$ cat config.mk
export PLATFORM = sky130hd
export DESIGN_NAME = fsm_receptor_flat
export DESIGN_NICKNAME = d
export VERILOG_FILES = /design/src/rtl/fsm_receptor_pkg.sv /design/src/rtl/fsm_receptor_if.sv /design/src/rtl/fsm_receptor_rx_fifo.sv /design/src/rtl/fsm_receptor.sv /design/src/flat_wrapper.sv
export SDC_FILE = /design/constraint.sdc
export NUM_CORES = 1
export LEC_CHECK = 0
export ABC_AREA = 1
export CORE_ASPECT_RATIO = 0.9
export CORE_UTILIZATION = 49
export CTS_CLUSTER_DIAMETER = 60
export DETAILED_ROUTE_END_ITERATION = 16
export GPL_ROUTABILITY_DRIVEN = 0
export HOLD_SLACK_MARGIN = 0.02
export MAX_ROUTING_LAYER = met4
export PLACE_DENSITY = 0.73
export SLEW_MARGIN = 5
export SYNTH_ARGS = -nofsm -noshare
export SYNTH_HDL_FRONTEND = slang
export SYNTH_SLANG_ARGS = --single-unit
$ cat constraint.sdc
create_clock -name clk -period 1.8 [get_ports clk]
set_input_delay 0.18 -clock clk [delete_from_list [all_inputs] [get_ports clk]]
set_output_delay 0.18 -clock clk [all_outputs]
set_load 0.02 [all_outputs]
$ cat src/rtl/fsm_receptor_pkg.sv
// Shared types and handshake codes for the send/ack receptor.
// Imported by the FSM top and its FIFO.
package receptor_pkg;

  typedef enum logic {
    IDLE = 1'b0,
    ACK  = 1'b1
  } rx_state_t;

  localparam logic [1:0] SEND_IDLE = 2'b00;
  localparam logic [1:0] SEND_REQ  = 2'b01;
  localparam logic [1:0] ACK_IDLE  = 2'b00;
  localparam logic [1:0] ACK_OK    = 2'b01;

endpackage

$ cat src/rtl/fsm_receptor_if.sv
// Bundle of the send/ack handshake and the read/status port of one receptor.
// master = processor/consumer side, slave = fsm_receptor.
interface fsm_receptor_if #(
  parameter int DATA_W = 16,
  parameter int DEPTH  = 4,
  parameter int CNT_W  = 16
);
  localparam int CW = $clog2(DEPTH) + 1;

  logic [1:0]        send;
  logic [DATA_W-1:0] dado;
  logic [1:0]        ack;
  logic              rd_en;
  logic [DATA_W-1:0] rd_data;
  logic [CW-1:0]     count;
  logic              empty;
  logic              full;
  logic [CNT_W-1:0]  rx_total;
  logic              err;

  modport master (
    output send, dado, rd_en,
    input  ack, rd_data, count, empty, full, rx_total, err
  );

  modport slave (
    input  send, dado, rd_en,
    output ack, rd_data, count, empty, full, rx_total, err
  );
endinterface

$ cat src/rtl/fsm_receptor_rx_fifo.sv
// Word buffer for the receptor: DEPTH-entry circular FIFO with registered read data.
// Writes are dropped when full, reads are ignored when empty; no write-to-read bypass.
module rx_fifo #(
  parameter int DATA_W = 16,
  parameter int DEPTH  = 4
) (
  input  logic                       clk,
  input  logic                       rst,
  input  logic                       wr_en_i,
  input  logic [DATA_W-1:0]          wr_data_i,
  input  logic                       rd_en_i,
  output logic [DATA_W-1:0]          rd_data_o,
  output logic [$clog2(DEPTH):0]     count_o,
  output logic                       empty_o,
  output logic                       full_o
);
  localparam int PTR_W = $clog2(DEPTH);
  localparam int CW    = PTR_W + 1;

  logic [DATA_W-1:0] mem_q [DEPTH];
  logic [PTR_W-1:0]  wr_ptr_q, rd_ptr_q;
  logic [CW-1:0]     count_q, count_d;
  logic [DATA_W-1:0] rd_data_q;
  logic              do_wr, do_rd;

  assign empty_o = (count_q == '0);
  assign full_o  = (count_q == CW'(DEPTH));
  assign do_wr   = wr_en_i && !full_o;
  assign do_rd   = rd_en_i && !empty_o;

  always_comb begin
    count_d = count_q;
    case ({do_wr, do_rd})
      2'b10:   count_d = count_q + CW'(1);
      2'b01:   count_d = count_q - CW'(1);
      default: count_d = count_q;
    endcase
  end

  // Pointer arithmetic wraps naturally since DEPTH is a power of two.
  always_ff @(posedge clk or posedge rst) begin
    if (rst) begin
      wr_ptr_q  <= '0;
      rd_ptr_q  <= '0;
      count_q   <= '0;
      rd_data_q <= '0;
    end else begin
      count_q <= count_d;
      if (do_wr) wr_ptr_q <= wr_ptr_q + PTR_W'(1);
      if (do_rd) begin
        rd_data_q <= mem_q[rd_ptr_q];
        rd_ptr_q  <= rd_ptr_q + PTR_W'(1);
      end
    end
  end

  always_ff @(posedge clk) begin
    if (do_wr) mem_q[wr_ptr_q] <= wr_data_i;
  end

  assign rd_data_o = rd_data_q;
  assign count_o   = count_q;
endmodule

$ cat src/rtl/fsm_receptor.sv
// Four-phase send/ack receiver: accepts one word per handshake into rx_fifo,
// counts accepted words and latches a sticky error on illegal send codes.
module fsm_receptor
  import receptor_pkg::*;
#(
  parameter int DATA_W = 16,
  parameter int DEPTH  = 4,
  parameter int CNT_W  = 16
) (
  input  logic           clk,
  input  logic           rst,
  fsm_receptor_if.slave  bus
);
  rx_state_t        state_q, state_d;
  logic [CNT_W-1:0] rx_total_q, rx_total_d;
  logic             err_q, err_d;
  logic             wr_en;

  always_ff @(posedge clk or posedge rst) begin
    if (rst) begin
      state_q    <= IDLE;
      rx_total_q <= '0;
      err_q      <= 1'b0;
    end else begin
      state_q    <= state_d;
      rx_total_q <= rx_total_d;
      err_q      <= err_d;
    end
  end

  // Illegal codes never match SEND_REQ/SEND_IDLE, so they leave the state alone.
  always_comb begin
    state_d    = state_q;
    rx_total_d = rx_total_q;
    err_d      = err_q;
    wr_en      = 1'b0;
    if (bus.send[1]) err_d = 1'b1;
    case (state_q)
      IDLE: begin
        if (bus.send == SEND_REQ && !bus.full) begin
          wr_en      = 1'b1;
          rx_total_d = rx_total_q + CNT_W'(1);
          state_d    = ACK;
        end
      end
      ACK: begin
        if (bus.send == SEND_IDLE) state_d = IDLE;
      end
      default: state_d = IDLE;
    endcase
  end

  assign bus.ack      = (state_q == ACK) ? ACK_OK : ACK_IDLE;
  assign bus.rx_total = rx_total_q;
  assign bus.err      = err_q;

  rx_fifo #(
    .DATA_W (DATA_W),
    .DEPTH  (DEPTH)
  ) u_fifo (
    .clk       (clk),
    .rst       (rst),
    .wr_en_i   (wr_en),
    .wr_data_i (bus.dado),
    .rd_en_i   (bus.rd_en),
    .rd_data_o (bus.rd_data),
    .count_o   (bus.count),
    .empty_o   (bus.empty),
    .full_o    (bus.full)
  );
endmodule

$ cat src/flat_wrapper.sv
// flat-port wrapper written by rule: the top's interface ports become plain ports
module fsm_receptor_flat import receptor_pkg::*;
#(
  parameter int DATA_W = 16,
  parameter int DEPTH  = 4,
  parameter int CNT_W  = 16
)
  (clk, rst, bus_send, bus_dado, bus_rd_en, bus_ack, bus_rd_data, bus_count, bus_empty, bus_full, bus_rx_total, bus_err);
  fsm_receptor_if #(.DATA_W(DATA_W), .DEPTH(DEPTH), .CNT_W(CNT_W)) bus_i ();
  input  logic clk;
  input  logic rst;
  input wire logic [$bits(bus_i.send)-1:0] bus_send;
  input wire logic [$bits(bus_i.dado)-1:0] bus_dado;
  input wire logic [$bits(bus_i.rd_en)-1:0] bus_rd_en;
  output wire logic [$bits(bus_i.ack)-1:0] bus_ack;
  output wire logic [$bits(bus_i.rd_data)-1:0] bus_rd_data;
  output wire logic [$bits(bus_i.count)-1:0] bus_count;
  output wire logic [$bits(bus_i.empty)-1:0] bus_empty;
  output wire logic [$bits(bus_i.full)-1:0] bus_full;
  output wire logic [$bits(bus_i.rx_total)-1:0] bus_rx_total;
  output wire logic [$bits(bus_i.err)-1:0] bus_err;
  assign bus_i.send = bus_send;
  assign bus_i.dado = bus_dado;
  assign bus_i.rd_en = bus_rd_en;
  assign bus_ack = bus_i.ack;
  assign bus_rd_data = bus_i.rd_data;
  assign bus_count = bus_i.count;
  assign bus_empty = bus_i.empty;
  assign bus_full = bus_i.full;
  assign bus_rx_total = bus_i.rx_total;
  assign bus_err = bus_i.err;
  fsm_receptor #(.DATA_W(DATA_W), .DEPTH(DEPTH), .CNT_W(CNT_W)) u_core (.clk(clk), .rst(rst), .bus(bus_i));
endmodule
==> run summary <==
outcome: finished clean
synth cell count leaders: nor2_1 (93), edfxtp_1 (64), nand2_1 (51)
Syn Area/Cell: 11.3 sq um
nets@finish: 493
die area: 0.00942 sq mm
fin crit share: 0.937
largest net degree at the start of global routing: 42
Sw Pwr: 2.98 mW
Synth Instances: 393
Routed WL per cell: 14.5 microns
synth top area cells: edfxtp_1 (43%), dfrtp_1 (23%), nor2_1 (7.9%)
Synth top area share: 0.434
most used cell, CP: inv_2
Layout area overhead: 23.3%
Longest Clk Path Bufs: 2
Tot Pwr: 8.15 mW
Max FO, Critical Path: 4
sequential cell area fraction in the yosys report: 0.666
DRC Markers: 0
Register Area: 0.00295 sq mm
Post-synth ARST share: 0.390
placed cell count: 573
R2R Path End: u_core.u_fifo.count_o[2]$_DFFE_PP0P_
peak supply drop: 0.851 mV
first-pass GRT wire length: 14,000 microns
Detailed Route WL: 8560 microns
CP Cell Sequence: inv_2 > nand3_4 > nand2_4 > ha_4 > inv_2 > fa_2 > a21oi_1 > o21ai_1 > xnor2_1
pwr dens: 1490 mW/mm^2
Clock power frac: 0.195
Hold Crit Class: input port to asynchronous set/reset pin
number of global-route vias before repair: 2,979
CP max stage delay: 0.46 ns
Post-Syn Area: 0.00443 sq mm
number of synthesized flops with an enable pin: 64
Multi-input gate area: 0.00129 sq mm
warning count from the yosys run: 0
sw frac: 0.366
critical path startpoint: u_core.u_fifo.count_o[0]$_DFFE_PP0P_
worst skew pair latency: 0.35 ns
family with the most delay on the worst path: flip-flops
crit path DAT: 1.93 ns
TNS Setup: 0 ns
Total GRT Usage: 0.205
Period minus WS final: 1.69 ns
fin cells: 589
initial antenna violation count: 0
DRT Pass-1 Iters: 4
DP HPWL: 6020 microns
via/cell ratio: 5.08
H-tree depth: 3
CP Capture Type: flip-flop
clock sink total: 105
Clock transition at path regs: 0.10 ns
Fmax: 593 MHz
worst reg-to-reg path cell count: 9
cell leakage power: 2.09 nW
register bit total from synthesis: 105
Syn Nets: 421
Inserted Diodes: 0
synth unique cells: 32
TritonCTS clock tree: done
post-route antenna net violation count: 0
Req. time, crit path: 2.05 ns
startpoint types: flip-flop
number of max-cap violations: 0
predominant post-synthesis flop cell: edfxtp_1
RR Startpoint: u_core.u_fifo.count_o[0]$_DFFE_PP0P_
count leader, synth: nor2_1
total CTS buffers: 9
share of cells above drive strength 1: 0.126
Final Hold Fails: 0
CTS root buf: clkbuf_8
flop-to-flop setup slack: 0.11 ns
Crit Path Class: flip-flop to flip-flop
Starting Density: 0.512
via count: 2,995
final setup fails: 0
RSZ-0062 raised after global routing: no
Comb pwr share: 0.382
grt total ovfl: 0
Core ar.: 0.00865 sq mm
Die Wd: 102 microns
clk_skew: 0.00723 ns
Initial DRC Count: 135
Fillers: 719
P_int: 5.17 mW
cell taking the most area after synthesis: edfxtp_1
die height: 92.2 microns
CP Buf/Inv Count: 2
Final Slew Violations: 0
cts hold-fix bufs: 0
IO Count: 61
Worst path depth: 9
IO buf count: 59
CP Capture Point: u_core.u_fifo.count_o[2]$_DFFE_PP0P_
crit path max-delay cell type: dfrtp_2
Reg power frac: 0.423
row count: 32
[worst min-delay path: stages]
cell	delay (ns)
clkdlybuf4s50_1	0.41
clkinv_1	0.08
buf_12	0.24
[sequential cells by signal, indices dropped and copies added (netlist names)]
signal,count
u_core.state_q,1
u_core.u_fifo.mem_q,64
u_core.bus.err,1
u_core.u_fifo.rd_ptr_q,2
u_core.bus.rx_total,16
u_core.u_fifo.wr_ptr_q,2
u_core.u_fifo.rd_data_o,16
u_core.u_fifo.count_o,3
[per-stage QoR]
| step | instance area (sq um) | worst slack [ns] | hold WS, ns | util |
|---|---|---|---|---|
| detailed placement | 5240 | -0.122 | 0.455 | 0.606 |
| global placement | 5240 | -0.0660 | 0.451 | 0.606 |
| CTS | 5460 | 0.103 | 0.181 | 0.631 |
| floorplan | 4480 | -0.105 | 0.279 | - |
| global route | 5460 | 0.0199 | 0.193 | 0.631 |
| finish | 5460 | 0.113 | 0.180 | 0.631 |
[repair_timing]
action | CTS | global route
gates resized for setup | 2 | 0
setup endpoints to repair | 2 | 0
buffers inserted | 0 | 0
[kinds of logic (layout without fill, tap and decap cells)]
family | after synthesis | count (layout) | share of synthesized area
and+or+nand+nor | 169 | 169 | 0.164
DFF | 105 | 105 | 0.666
AOI/OAI and AO/OA | 57 | 57 | 0.0704
buffers and inverters | 42 | 119 | 0.0534
xor gates and xnor gates | 12 | 12 | 0.0237
adders and majority gates | 7 | 7 | 0.0215
other | 1 | 1 | 0.000847
[how the worst min path moves through the flow]
| stage | start | endpoint | slack (ns) | cells past startpoint |
|---|---|---|---|---|
| after detailed placement | u_core.bus.err$_DFFE_PP0P_ | u_core.bus.err$_DFFE_PP0P_ | 0.46 | 1 |
| after global placement | u_core.bus.err$_DFFE_PP0P_ | u_core.bus.err$_DFFE_PP0P_ | 0.45 | 1 |
| after CTS | rst | u_core.bus.err$_DFFE_PP0P_ | 0.18 | 3 |
| final | rst | u_core.u_fifo.count_o[0]$_DFFE_PP0P_ | 0.18 | 3 |
| after global routing | rst | u_core.u_fifo.count_o[2]$_DFFE_PP0P_ | 0.19 | 3 |
| after floorplan | bus_dado[0] | u_core.u_fifo.mem_q[0][0]$_DFFE_PP_ | 0.28 | 0 |
[power by group through the flow]
stage / logic, mW / registers, mW / clock network (mW)
final: 3.11 / 3.45 / 1.59
after global routing: 3.43 / 3.51 / 1.71
after CTS: 3.15 / 3.45 / 1.62
after detailed placement: 3.14 / 3.50 / 0
after global placement: 3.05 / 3.49 / 0
after floorplan: 1.71 / 3.78 / 0
[cells in the final DEF, fill, tap and decap left out, drive strengths merged, types with 8 or more instances in the layout]
| cell type | count |
|---|---|
| a31oi | 16 |
| buf | 19 |
| clkbuf | 11 |
| clkdlybuf4s50 | 57 |
| dfrtp | 41 |
| edfxtp | 64 |
| inv | 25 |
| nand2 | 52 |
| nor2 | 98 |
| o21ai | 40 |
| xor2 | 8 |
[cell type report]
type,count,share of cell area
clock inverters,5,0.0163
flip-flops and latches,105,0.541
multi-input cells,246,0.236
clock buffers,11,0.0241
well taps,119,0.0273
repair buffers,78,0.139
inverters,25,0.0172
[routing by layer]
metal	part of all wire	track usage	vias to the layer above
met5	0	-	-
met3	0.046	0.0328	8
met2	0.50	0.342	89
met4	0.0092	0.0679	0
met1	0.44	0.255	1440
li1	-	-	1458
Note: power is estimated with default switching activity, not from simulation.
